`src/rtl/cdb_arbiter_pkg.sv`:
```
`default_nettype none
// ============================================================================
// Module   : cdb_arbiter_pkg
// Purpose  : Shared types for the CDB writeback arbiter. Provides the source
//            encodings, the ROB id width and the broadcast payload struct.
// Ports    : none (package)
// Revision : 1.0 - initial release
// ============================================================================
`ifndef ROB_WIDTH
`define ROB_WIDTH 4
`endif

package cdb_arbiter_pkg;

  localparam int ROB_W = `ROB_WIDTH;

  typedef enum logic {
    SRC_ALU = 1'b0,
    SRC_LSB = 1'b1
  } cdb_src_e;

  typedef struct packed {
    logic [ROB_W-1:0] rob_id;
    logic [31:0]      value;
  } cdb_payload_t;

endpackage
`default_nettype wire

```
`src/rtl/cdb_src_fifo.sv`:
```
`default_nettype none
// ============================================================================
// Module   : cdb_src_fifo
// Purpose  : Small per-source result FIFO feeding the CDB arbiter.
// Ports    : clk_in/rst_in   - clock, synchronous active-high reset
//            push_i/wdata_i  - write one {rob_id, value} entry at the tail
//            pop_i           - advance the head
//            flush_i         - discard all entries
//            hold_i          - freeze all state (overrides push/pop/flush)
//            head_o          - entry at the head
//            count_o         - occupancy; empty_o / full_o flags
// Revision : 1.0 - initial release
// ============================================================================
module cdb_src_fifo #(
  parameter int DEPTH = 2,
  parameter int ROB_W = 4,
  parameter int CNT_W = $clog2(DEPTH) + 1
) (
  input  logic               clk_in,
  input  logic               rst_in,
  input  logic               push_i,
  input  logic               pop_i,
  input  logic               flush_i,
  input  logic               hold_i,
  input  logic [ROB_W+31:0]  wdata_i,
  output logic [ROB_W+31:0]  head_o,
  output logic [CNT_W-1:0]   count_o,
  output logic               empty_o,
  output logic               full_o
);

  localparam int               PTR_W    = $clog2(DEPTH);
  localparam logic [CNT_W-1:0] FULL_CNT = CNT_W'(DEPTH);

  logic [ROB_W+31:0] mem_q [DEPTH];
  logic [PTR_W-1:0]  head_q, head_d;
  logic [PTR_W-1:0]  tail_q, tail_d;
  logic [CNT_W-1:0]  count_q, count_d;
  logic              do_push, do_pop;

  assign do_push = push_i && !hold_i && !flush_i;
  assign do_pop  = pop_i  && !hold_i && !flush_i;

  // Pointers wrap naturally since DEPTH is a power of two.
  always_comb begin
    head_d  = head_q;
    tail_d  = tail_q;
    count_d = count_q;
    if (!hold_i) begin
      if (flush_i) begin
        head_d  = '0;
        tail_d  = '0;
        count_d = '0;
      end else begin
        if (do_push) tail_d = tail_q + PTR_W'(1);
        if (do_pop)  head_d = head_q + PTR_W'(1);
        case ({do_push, do_pop})
          2'b10:   count_d = count_q + CNT_W'(1);
          2'b01:   count_d = count_q - CNT_W'(1);
          default: count_d = count_q;
        endcase
      end
    end
  end

  always_ff @(posedge clk_in) begin
    if (rst_in) begin
      head_q  <= '0;
      tail_q  <= '0;
      count_q <= '0;
    end else begin
      head_q  <= head_d;
      tail_q  <= tail_d;
      count_q <= count_d;
    end
  end

  // Storage needs no reset: only entries below count are ever observed.
  always_ff @(posedge clk_in) begin
    if (do_push) mem_q[tail_q] <= wdata_i;
  end

  always_ff @(posedge clk_in) begin
    if (!rst_in) begin
      assert (count_q <= FULL_CNT) else $error("cdb_src_fifo: count above DEPTH");
      assert (!(do_pop && count_q == '0)) else $error("cdb_src_fifo: pop while empty");
      assert (!(do_push && count_q == FULL_CNT)) else $error("cdb_src_fifo: push while full");
    end
  end

  assign head_o  = mem_q[head_q];
  assign count_o = count_q;
  assign empty_o = (count_q == '0);
  assign full_o  = (count_q == FULL_CNT);

endmodule
`default_nettype wire

```
`src/rtl/cdb_arbiter.sv`:
```
`default_nettype none
// ============================================================================
// Module   : cdb_arbiter
// Purpose  : Shares the common data bus between the ALU and the load/store
//            buffer. Each source fills its own FIFO; a round-robin scheduler
//            issues at most one result per cycle onto a registered broadcast.
// Ports    : clk_in, rst_in, rdy_in, clear         - control
//            alu_valid/rob_id/value, alu_ready     - ALU result input
//            lsb_valid/rob_id/value, lsb_ready     - LSB result input
//            cdb_valid/rob_id/value/src            - registered broadcast
//            alu_occ, lsb_occ                      - FIFO occupancies
// Revision : 1.0 - initial release
// ============================================================================
module cdb_arbiter
  import cdb_arbiter_pkg::*;
#(
  parameter int ROB_W = cdb_arbiter_pkg::ROB_W,
  parameter int DEPTH = 2,
  parameter int CNT_W = 2
) (
  input  logic             clk_in,
  input  logic             rst_in,
  input  logic             rdy_in,
  input  logic             clear,
  input  logic             alu_valid,
  input  logic [ROB_W-1:0] alu_rob_id,
  input  logic [31:0]      alu_value,
  output logic             alu_ready,
  input  logic             lsb_valid,
  input  logic [ROB_W-1:0] lsb_rob_id,
  input  logic [31:0]      lsb_value,
  output logic             lsb_ready,
  output logic             cdb_valid,
  output logic [ROB_W-1:0] cdb_rob_id,
  output logic [31:0]      cdb_value,
  output logic             cdb_src,
  output logic [CNT_W-1:0] alu_occ,
  output logic [CNT_W-1:0] lsb_occ
);

  cdb_payload_t alu_head, lsb_head, grant_head;
  logic         alu_empty, alu_full, lsb_empty, lsb_full;
  logic         alu_push, lsb_push, alu_pop, lsb_pop;
  logic         active;
  logic         grant_valid;
  cdb_src_e     grant_src;

  cdb_src_e         last_grant_q, last_grant_d;
  logic             cdb_valid_q, cdb_valid_d;
  logic [ROB_W-1:0] cdb_rob_id_q, cdb_rob_id_d;
  logic [31:0]      cdb_value_q, cdb_value_d;
  cdb_src_e         cdb_src_q, cdb_src_d;

  assign active = rdy_in && !clear;

  // Ready ignores a same-cycle pop: a full FIFO never accepts.
  assign alu_ready = active && !alu_full;
  assign lsb_ready = active && !lsb_full;
  assign alu_push  = alu_valid && alu_ready;
  assign lsb_push  = lsb_valid && lsb_ready;

  always_comb begin
    grant_valid = 1'b1;
    grant_src   = SRC_ALU;
    if (!alu_empty && !lsb_empty) begin
      grant_src = (last_grant_q == SRC_ALU) ? SRC_LSB : SRC_ALU;
    end else if (!lsb_empty) begin
      grant_src = SRC_LSB;
    end else if (alu_empty) begin
      grant_valid = 1'b0;
    end
  end

  assign grant_head = (grant_src == SRC_LSB) ? lsb_head : alu_head;
  assign alu_pop    = active && grant_valid && (grant_src == SRC_ALU);
  assign lsb_pop    = active && grant_valid && (grant_src == SRC_LSB);

  cdb_src_fifo #(.DEPTH(DEPTH), .ROB_W(ROB_W), .CNT_W(CNT_W)) u_alu_fifo (
    .clk_in  (clk_in),
    .rst_in  (rst_in),
    .push_i  (alu_push),
    .pop_i   (alu_pop),
    .flush_i (clear),
    .hold_i  (!rdy_in),
    .wdata_i ({alu_rob_id, alu_value}),
    .head_o  (alu_head),
    .count_o (alu_occ),
    .empty_o (alu_empty),
    .full_o  (alu_full)
  );

  cdb_src_fifo #(.DEPTH(DEPTH), .ROB_W(ROB_W), .CNT_W(CNT_W)) u_lsb_fifo (
    .clk_in  (clk_in),
    .rst_in  (rst_in),
    .push_i  (lsb_push),
    .pop_i   (lsb_pop),
    .flush_i (clear),
    .hold_i  (!rdy_in),
    .wdata_i ({lsb_rob_id, lsb_value}),
    .head_o  (lsb_head),
    .count_o (lsb_occ),
    .empty_o (lsb_empty),
    .full_o  (lsb_full)
  );

  // Idle cycles drop valid but keep the last id/value on the bus.
  always_comb begin
    last_grant_d = last_grant_q;
    cdb_valid_d  = cdb_valid_q;
    cdb_rob_id_d = cdb_rob_id_q;
    cdb_value_d  = cdb_value_q;
    cdb_src_d    = cdb_src_q;
    if (rdy_in) begin
      if (clear) begin
        cdb_valid_d  = 1'b0;
        last_grant_d = SRC_LSB;
      end else if (grant_valid) begin
        cdb_valid_d  = 1'b1;
        cdb_rob_id_d = grant_head.rob_id;
        cdb_value_d  = grant_head.value;
        cdb_src_d    = grant_src;
        last_grant_d = grant_src;
      end else begin
        cdb_valid_d  = 1'b0;
      end
    end
  end

  // Reset leaves last_grant on the LSB so the ALU wins the first tie.
  always_ff @(posedge clk_in) begin
    if (rst_in) begin
      last_grant_q <= SRC_LSB;
      cdb_valid_q  <= 1'b0;
      cdb_rob_id_q <= '0;
      cdb_value_q  <= '0;
      cdb_src_q    <= SRC_ALU;
    end else begin
      last_grant_q <= last_grant_d;
      cdb_valid_q  <= cdb_valid_d;
      cdb_rob_id_q <= cdb_rob_id_d;
      cdb_value_q  <= cdb_value_d;
      cdb_src_q    <= cdb_src_d;
    end
  end

  assign cdb_valid  = cdb_valid_q;
  assign cdb_rob_id = cdb_rob_id_q;
  assign cdb_value  = cdb_value_q;
  assign cdb_src    = cdb_src_q;

endmodule
`default_nettype wire

```
`config.mk`:
```
export PLATFORM = sky130hd
export DESIGN_NAME = cdb_arbiter
export DESIGN_NICKNAME = d
export VERILOG_FILES = /design/src/rtl/cdb_arbiter_pkg.sv /design/src/rtl/cdb_src_fifo.sv /design/src/rtl/cdb_arbiter.sv
export SDC_FILE = /design/constraint.sdc
export NUM_CORES = 1
export LEC_CHECK = 0
export ABC_CLOCK_PERIOD_IN_PS = 5200
export CAP_MARGIN = 20
export CORE_UTILIZATION = 43
export CTS_BUF_LIST = sky130_fd_sc_hd__clkbuf_16
export DETAILED_ROUTE_END_ITERATION = 16
export GPL_ROUTABILITY_DRIVEN = 0
export HOLD_SLACK_MARGIN = 0.1
export PLACE_DENSITY = 0.73
export SYNTH_ARGS = -nofsm -noshare
export SYNTH_HDL_FRONTEND = slang
export SYNTH_SLANG_ARGS = --single-unit
```
`constraint.sdc`:
```
create_clock -name clk_in -period 5.2 [get_ports clk_in]
set_clock_uncertainty 0.15 [all_clocks]
set_input_delay 0.52 -clock clk_in [delete_from_list [all_inputs] [get_ports clk_in]]
set_output_delay 0.52 -clock clk_in [all_outputs]
set_load 0.005 [all_outputs]
```
Yosys cells after proc, flatten, opt, wreduce, memory -nomap -nowiden
Memory sizes are Yosys's and may differ from the RTL's. A register that Yosys moved wholly into a read port is not among the register bits.
Index checks and enable logic that the tools add are counted.
W data, S select, Z words.
{"block": "op_classes", "n_eq_ne": 6, "n_bitwise": 2, "add_sub_neg": 8, "reduce_logical": 39, "n_mux": 31}
{"op": "$mux W36", "count": 1}
{"op": "$mux W1", "count": 26}
{"op": "$logic_and A1 B1 Y1", "count": 17}
{"op": "$reduce_and A2 Y1", "count": 7}
{"op": "$reduce_bool A2 Y1", "count": 5}
{"op": "$eq A2 B2 Y1 const B", "count": 4}
{"op": "$pmux W2 S2", "count": 2}
{"op": "$reduce_bool A3 Y1", "count": 2}
{"op": "$logic_not A1 Y1", "count": 5}
{"op": "$add A1 B1 Y1 const B", "count": 4}
{"op": "$add A2 B1 Y2 const B", "count": 2}
{"op": "$eq A2 B1 Y1 const B", "count": 2}
{"op": "$logic_not A2 Y1", "count": 2}
{"op": "$mux W2", "count": 2}
{"op": "$sub A2 B1 Y2 const B", "count": 2}
{"op": "$reduce_and A3 Y1", "count": 1}
{"op": "$not A1 Y1", "count": 2}
{"block": "totals", "regBits": 47, "out_inout_bits": 44, "wordCells": 99, "input_bits": 78, "mem_bits_rw": 144, "mem_count": 2}
{"name": "u_alu_fifo.mem_q", "words": 2, "word_bits": 36, "read_ports": 1, "rd_clocked_by_memory_dff": 1, "write_ports": 1, "line_no": "cdb_src_fifo.sv:35", "text": "logic [ROB_W+31:0] mem_q [DEPTH];"}
{"name": "u_lsb_fifo.mem_q", "words": 2, "word_bits": 36, "read_ports": 1, "rd_clocked_by_memory_dff": 1, "write_ports": 1, "line_no": "cdb_src_fifo.sv:35"}

Depth between registers and ports, before layout
{"block": "logic_depth", "word_depth": 12, "depth_mapped": 7, "mapped_depth_nobuf": 4}

By module
A second synthesis with hierarchy kept.
{"block": "unflattened", "hier_cells": 521, "hier_area_um2": 7531.0}
{"mod": "cdb_src_fifo", "cells_per_inst": 145, "n_inst": 2, "area_each_um2": 2859.0}
{"mod": "cdb_arbiter", "cells_per_inst": 231, "n_inst": 1, "area_each_um2": 1813.0}

Least setup slack after synthesis
OpenSTA, ideal clock, no wires.
{"block": "synth_path", "path_kind": "input to register", "start": "input clear", "end": "memory u_lsb_fifo.mem_q[0][0] (netlist bit) (enable)", "t_arrival_ns": 2.404, "path_stages": 3, "path_slack_ns": 2.216, "required_ns": 4.619, "cell_sequence": "and2b_2 -> nand3_1 -> nor2_1"}
{"block": "synth_via", "elab_chain_len": 8}
{"element": "start, declared", "line_no": "cdb_arbiter.sv:24", "text": "input logic clear,"}
{"element": "$logic_not A1 Y1 *", "line_no": "cdb_src_fifo.sv:41, cdb_arbiter.sv:54"}
{"element": "$logic_and A1 B1 Y1", "line_no": "cdb_arbiter.sv:54", "text": "assign active = rdy_in && !clear;"}
{"element": "$logic_and A1 B1 Y1", "line_no": "cdb_arbiter.sv:58", "text": "assign lsb_ready = active && !lsb_full;"}
{"element": "$logic_and A1 B1 Y1", "line_no": "cdb_arbiter.sv:60", "text": "assign lsb_push = lsb_valid && lsb_ready;"}
{"element": "$logic_and A1 B1 Y1", "line_no": "cdb_src_fifo.sv:41", "text": "assign do_push = push_i && !hold_i && !flush_i;"}
{"element": "$logic_and A1 B1 Y1 *", "line_no": "cdb_src_fifo.sv:41"}
{"element": "$mux W1 *", "line_no": "cdb_src_fifo.sv:80", "text": "if (do_push) mem_q[tail_q] <= wdata_i;"}
{"element": "$mux W1 (implied by the code) *", "line_no": "cdb_src_fifo.sv:80"}
{"element": "end, declared", "line_no": "cdb_src_fifo.sv:35"}
Mark *: on every way between the ends. The rest lies on a longest branch, timed or not.

Worst setup path in the final report
{"block": "layout_path", "start": "input rdy_in", "end": "output alu_ready"}
{"block": "layout_via", "elab_chain_len": 2}
{"element": "start, declared", "line_no": "cdb_arbiter.sv:23", "text": "input logic rdy_in,"}
{"element": "$logic_and A1 B1 Y1", "line_no": "cdb_arbiter.sv:54"}
{"element": "$logic_and A1 B1 Y1", "line_no": "cdb_arbiter.sv:57", "text": "assign alu_ready = active && !alu_full;"}
{"element": "end, declared", "line_no": "cdb_arbiter.sv:28", "text": "output logic alu_ready,"}
Every way passes these cells.

==> results.toml <==
[run_status]
status = "completed"

[finish]
regArea_um2 = 5310
drive_gt1_frac = 0.0774
multi_input_area_um2 = 1870
area_delta_synth_final_pct = 25.9
final-instance-count-excl-fill = 827
nets = 672
num_antenna_cells = 0
fillCellCount = 1359

[clocking]
post-cts-setup-buffers = 0
h-tree-depth = 4
tritoncts = "built"
ctsResizeCount = 0
cts_buffers = 17
hold_buffers = 0
clk_pin_slew_ns = 0.06
cts_root_buf = "clkbuf_16"
clk_latency_ns = 0.42
cts_sinks = 193
cts_buffer_depth = 2

[critical_path]
criticalPathCategory = "primary input to output port"
r2r_slack_ns = 2.81
cp-end-kind = "output port"
worstReg2RegStart = "u_lsb_fifo.count_o[0]"
rr_worst_depth = 3
worstReg2RegEnd = "u_lsb_fifo.mem_q[1][24]"
startpoint_type = "primary input"
path_max_fanout = 15
cp_data_required_time_ns = 4.53
arrival_ns = 2.26

[grt]
antenna_found_initial = 0
grt_max_degree = 40
grt_pass1_vias = 4391
grt_use_total = 0.179
grt_pass1_wl_mm = 23.7
gr-total-overflow = 0

[hold_path]
min_path_type = "flip-flop to flip-flop"
holdPathStages = 1
hp-start = "cdb_value[17]"
min_to = "cdb_value[17]"

[timing]
setup_viol = 0
rsz0062_at_grt = "false"
setup_tns_ns = 0
finalCritPeriodShare = 0.563
period_needed_ns = 2.93
finalHoldViolations = 0
fmax_ghz = 0.342
finalMaxSlewViolations = 0
worst_slew_pin_slew_ns = 1.06
timing.slew.headroom = 0.294

[die]
num_rows = 47
dieArea_um2 = 17700
die_x_um = 133
initial_core_util = 0.443
core-area_um2 = 16700
io_pins = 122
die_h_um = 133

[synthesis]
synth_top_area_cell = "edfxtp_1"
synth_sequential_area_ratio = 0.717
synth_ff_type = "edfxtp_1"
avgSynthCellArea_um2 = 15.3
async_flop_share = 0
yosys-top-cells-area = "edfxtp_1 (58%), dfxtp_1 (13%), mux2i_1 (9.7%), a32o_1 (5.1%), nand2_1 (4.0%)"
synth_top_area_frac = 0.584
synth_warnings = 0
yosys-top-cells-count = "edfxtp_1 (144), nand2_1 (78), mux2i_1 (72), dfxtp_1 (49), a32o_1 (38)"
ys_ff_latch = 193
synth.most_common_cell = "edfxtp_1"
synth-edff-count = 144
synth_cells = 483
netlist_area_um2 = 7400
ys_types = 47
syn_nets = 561

[detailed_routing]
wl_mm = 15.4
vias_per_cell = 5.33
drt_pre_antenna_iters = 4
vias = 4407
first_iter_violations = 340
wl_per_cell_um = 18.7
drc_errors = 0
ant_nets = 0

[power]
vdd_ir_drop_max_uv = 224
total_power_mw = 3.25
p_leak_nw = 3.00
power_density_nw_per_um2 = 349

[run]
cap_violations = 0

[placed_design]
placedCellCount = 792
port_buffers = 121
dpl.hpwl_mm = 9.70
registers in the layout, summed over array words and instances (netlist names), 2 cells and up, named ones only:
register / flops
u_alu_fifo.mem_q: 72
u_lsb_fifo.mem_q: 72
cdb_value: 32
cdb_rob_id: 4
u_alu_fifo.count_o: 2
u_lsb_fifo.count_o: 2
cells in the final DEF (no fill, tap or decap), types with 2 or more instances in the layout:
| cell type | count |
|---|---|
| a211oi_1 | 2 |
| a21oi_1 | 5 |
| a311o_1 | 2 |
| a31oi_1 | 3 |
| a32o_1 | 38 |
| and2_1 | 3 |
| and3_2 | 2 |
| buf_12 | 2 |
| bufinv_16 | 2 |
| clkbuf_16 | 17 |
| clkdlybuf4s50_1 | 121 |
| clkinv_1 | 3 |
| clkinvlp_4 | 3 |
| dfxtp_1 | 47 |
| dfxtp_2 | 2 |
| edfxtp_1 | 144 |
| inv_1 | 5 |
| inv_6 | 4 |
| mux2i_1 | 72 |
| nand2_1 | 78 |
| nand2b_1 | 3 |
| nand3_1 | 3 |
| nor2_1 | 6 |
| nor2_4 | 3 |
| nor3_1 | 3 |
| o21a_1 | 3 |
| o21ai_0 | 4 |
| o22ai_1 | 2 |
power breakdown:
part / switching (mW) / internal [mW]
combinational: 0.130 / 0.138
clock: 0.551 / 0.706
sequential: 0.0303 / 1.70
total: 0.712 / 2.54
final cells by class:
class | count | area share
multi-input combinational | 254 | 0.201
clock buffer | 17 | 0.0457
tap | 220 | 0.0295
inverter | 4 | 0.00161
sequential | 193 | 0.570
timing repair buffer | 124 | 0.137
clock inverter | 15 | 0.0156
cells by family (layout without fill, tap and decap cells):
| logic type | after synthesis | after routing | share of synthesized area |
|---|---|---|---|
| multiplexers | 73 | 73 | 0.0989 |
| buffers and inverters | 36 | 160 | 0.0340 |
| XOR/XNOR | 1 | 1 | 0.00118 |
| AO/OA/AOI/OAI | 71 | 71 | 0.0849 |
| flip-flops | 193 | 193 | 0.717 |
| AND/OR/NAND/NOR | 109 | 109 | 0.0639 |
critical path, cell delays in order:
cell             delay (ns)
clkdlybuf4s50_1        0.77
and2b_2                0.29
and2_1                 0.16
clkdlybuf4s50_1        0.52
per-stage QoR:
step	setup slack, ns	util	cell area (µm²)	hold slack, ns
after floorplan	2.22	-	7400	0.303
after global placement	2.10	0.520	8680	0.299
after detailed placement	2.01	0.520	8680	0.314
after CTS	2.27	0.554	9250	0.329
after global routing	2.16	0.558	9320	0.349
final	2.27	0.558	9320	0.327
how the worst max path moves through the flow:
stage	start	to	slack, ns	cells after the start
floorplan	clear	u_lsb_fifo.mem_q[0][0]	2.22	3
global placement	rdy_in	u_lsb_fifo.mem_q[0][19]	2.10	4
detailed placement	rdy_in	u_lsb_fifo.mem_q[0][19]	2.01	4
finish	rdy_in	alu_ready	2.27	4
global route	rdy_in	alu_ready	2.16	4
CTS	rdy_in	alu_ready	2.27	4
per-layer routing:
layer | global-route usage | vias up | routed length, µm | part of all wire
li1 | - | 2065 | - | -
met1 | 0.226 | 2188 | 6490 | 0.42
met2 | 0.307 | 148 | 7880 | 0.51
met3 | 0.0415 | 6 | 969 | 0.063
met4 | 0.0537 | 0 | 90 | 0.0058
met5 | 0 | - | 0 | 0
No activity file was read; power rests on OpenSTA's default activity.
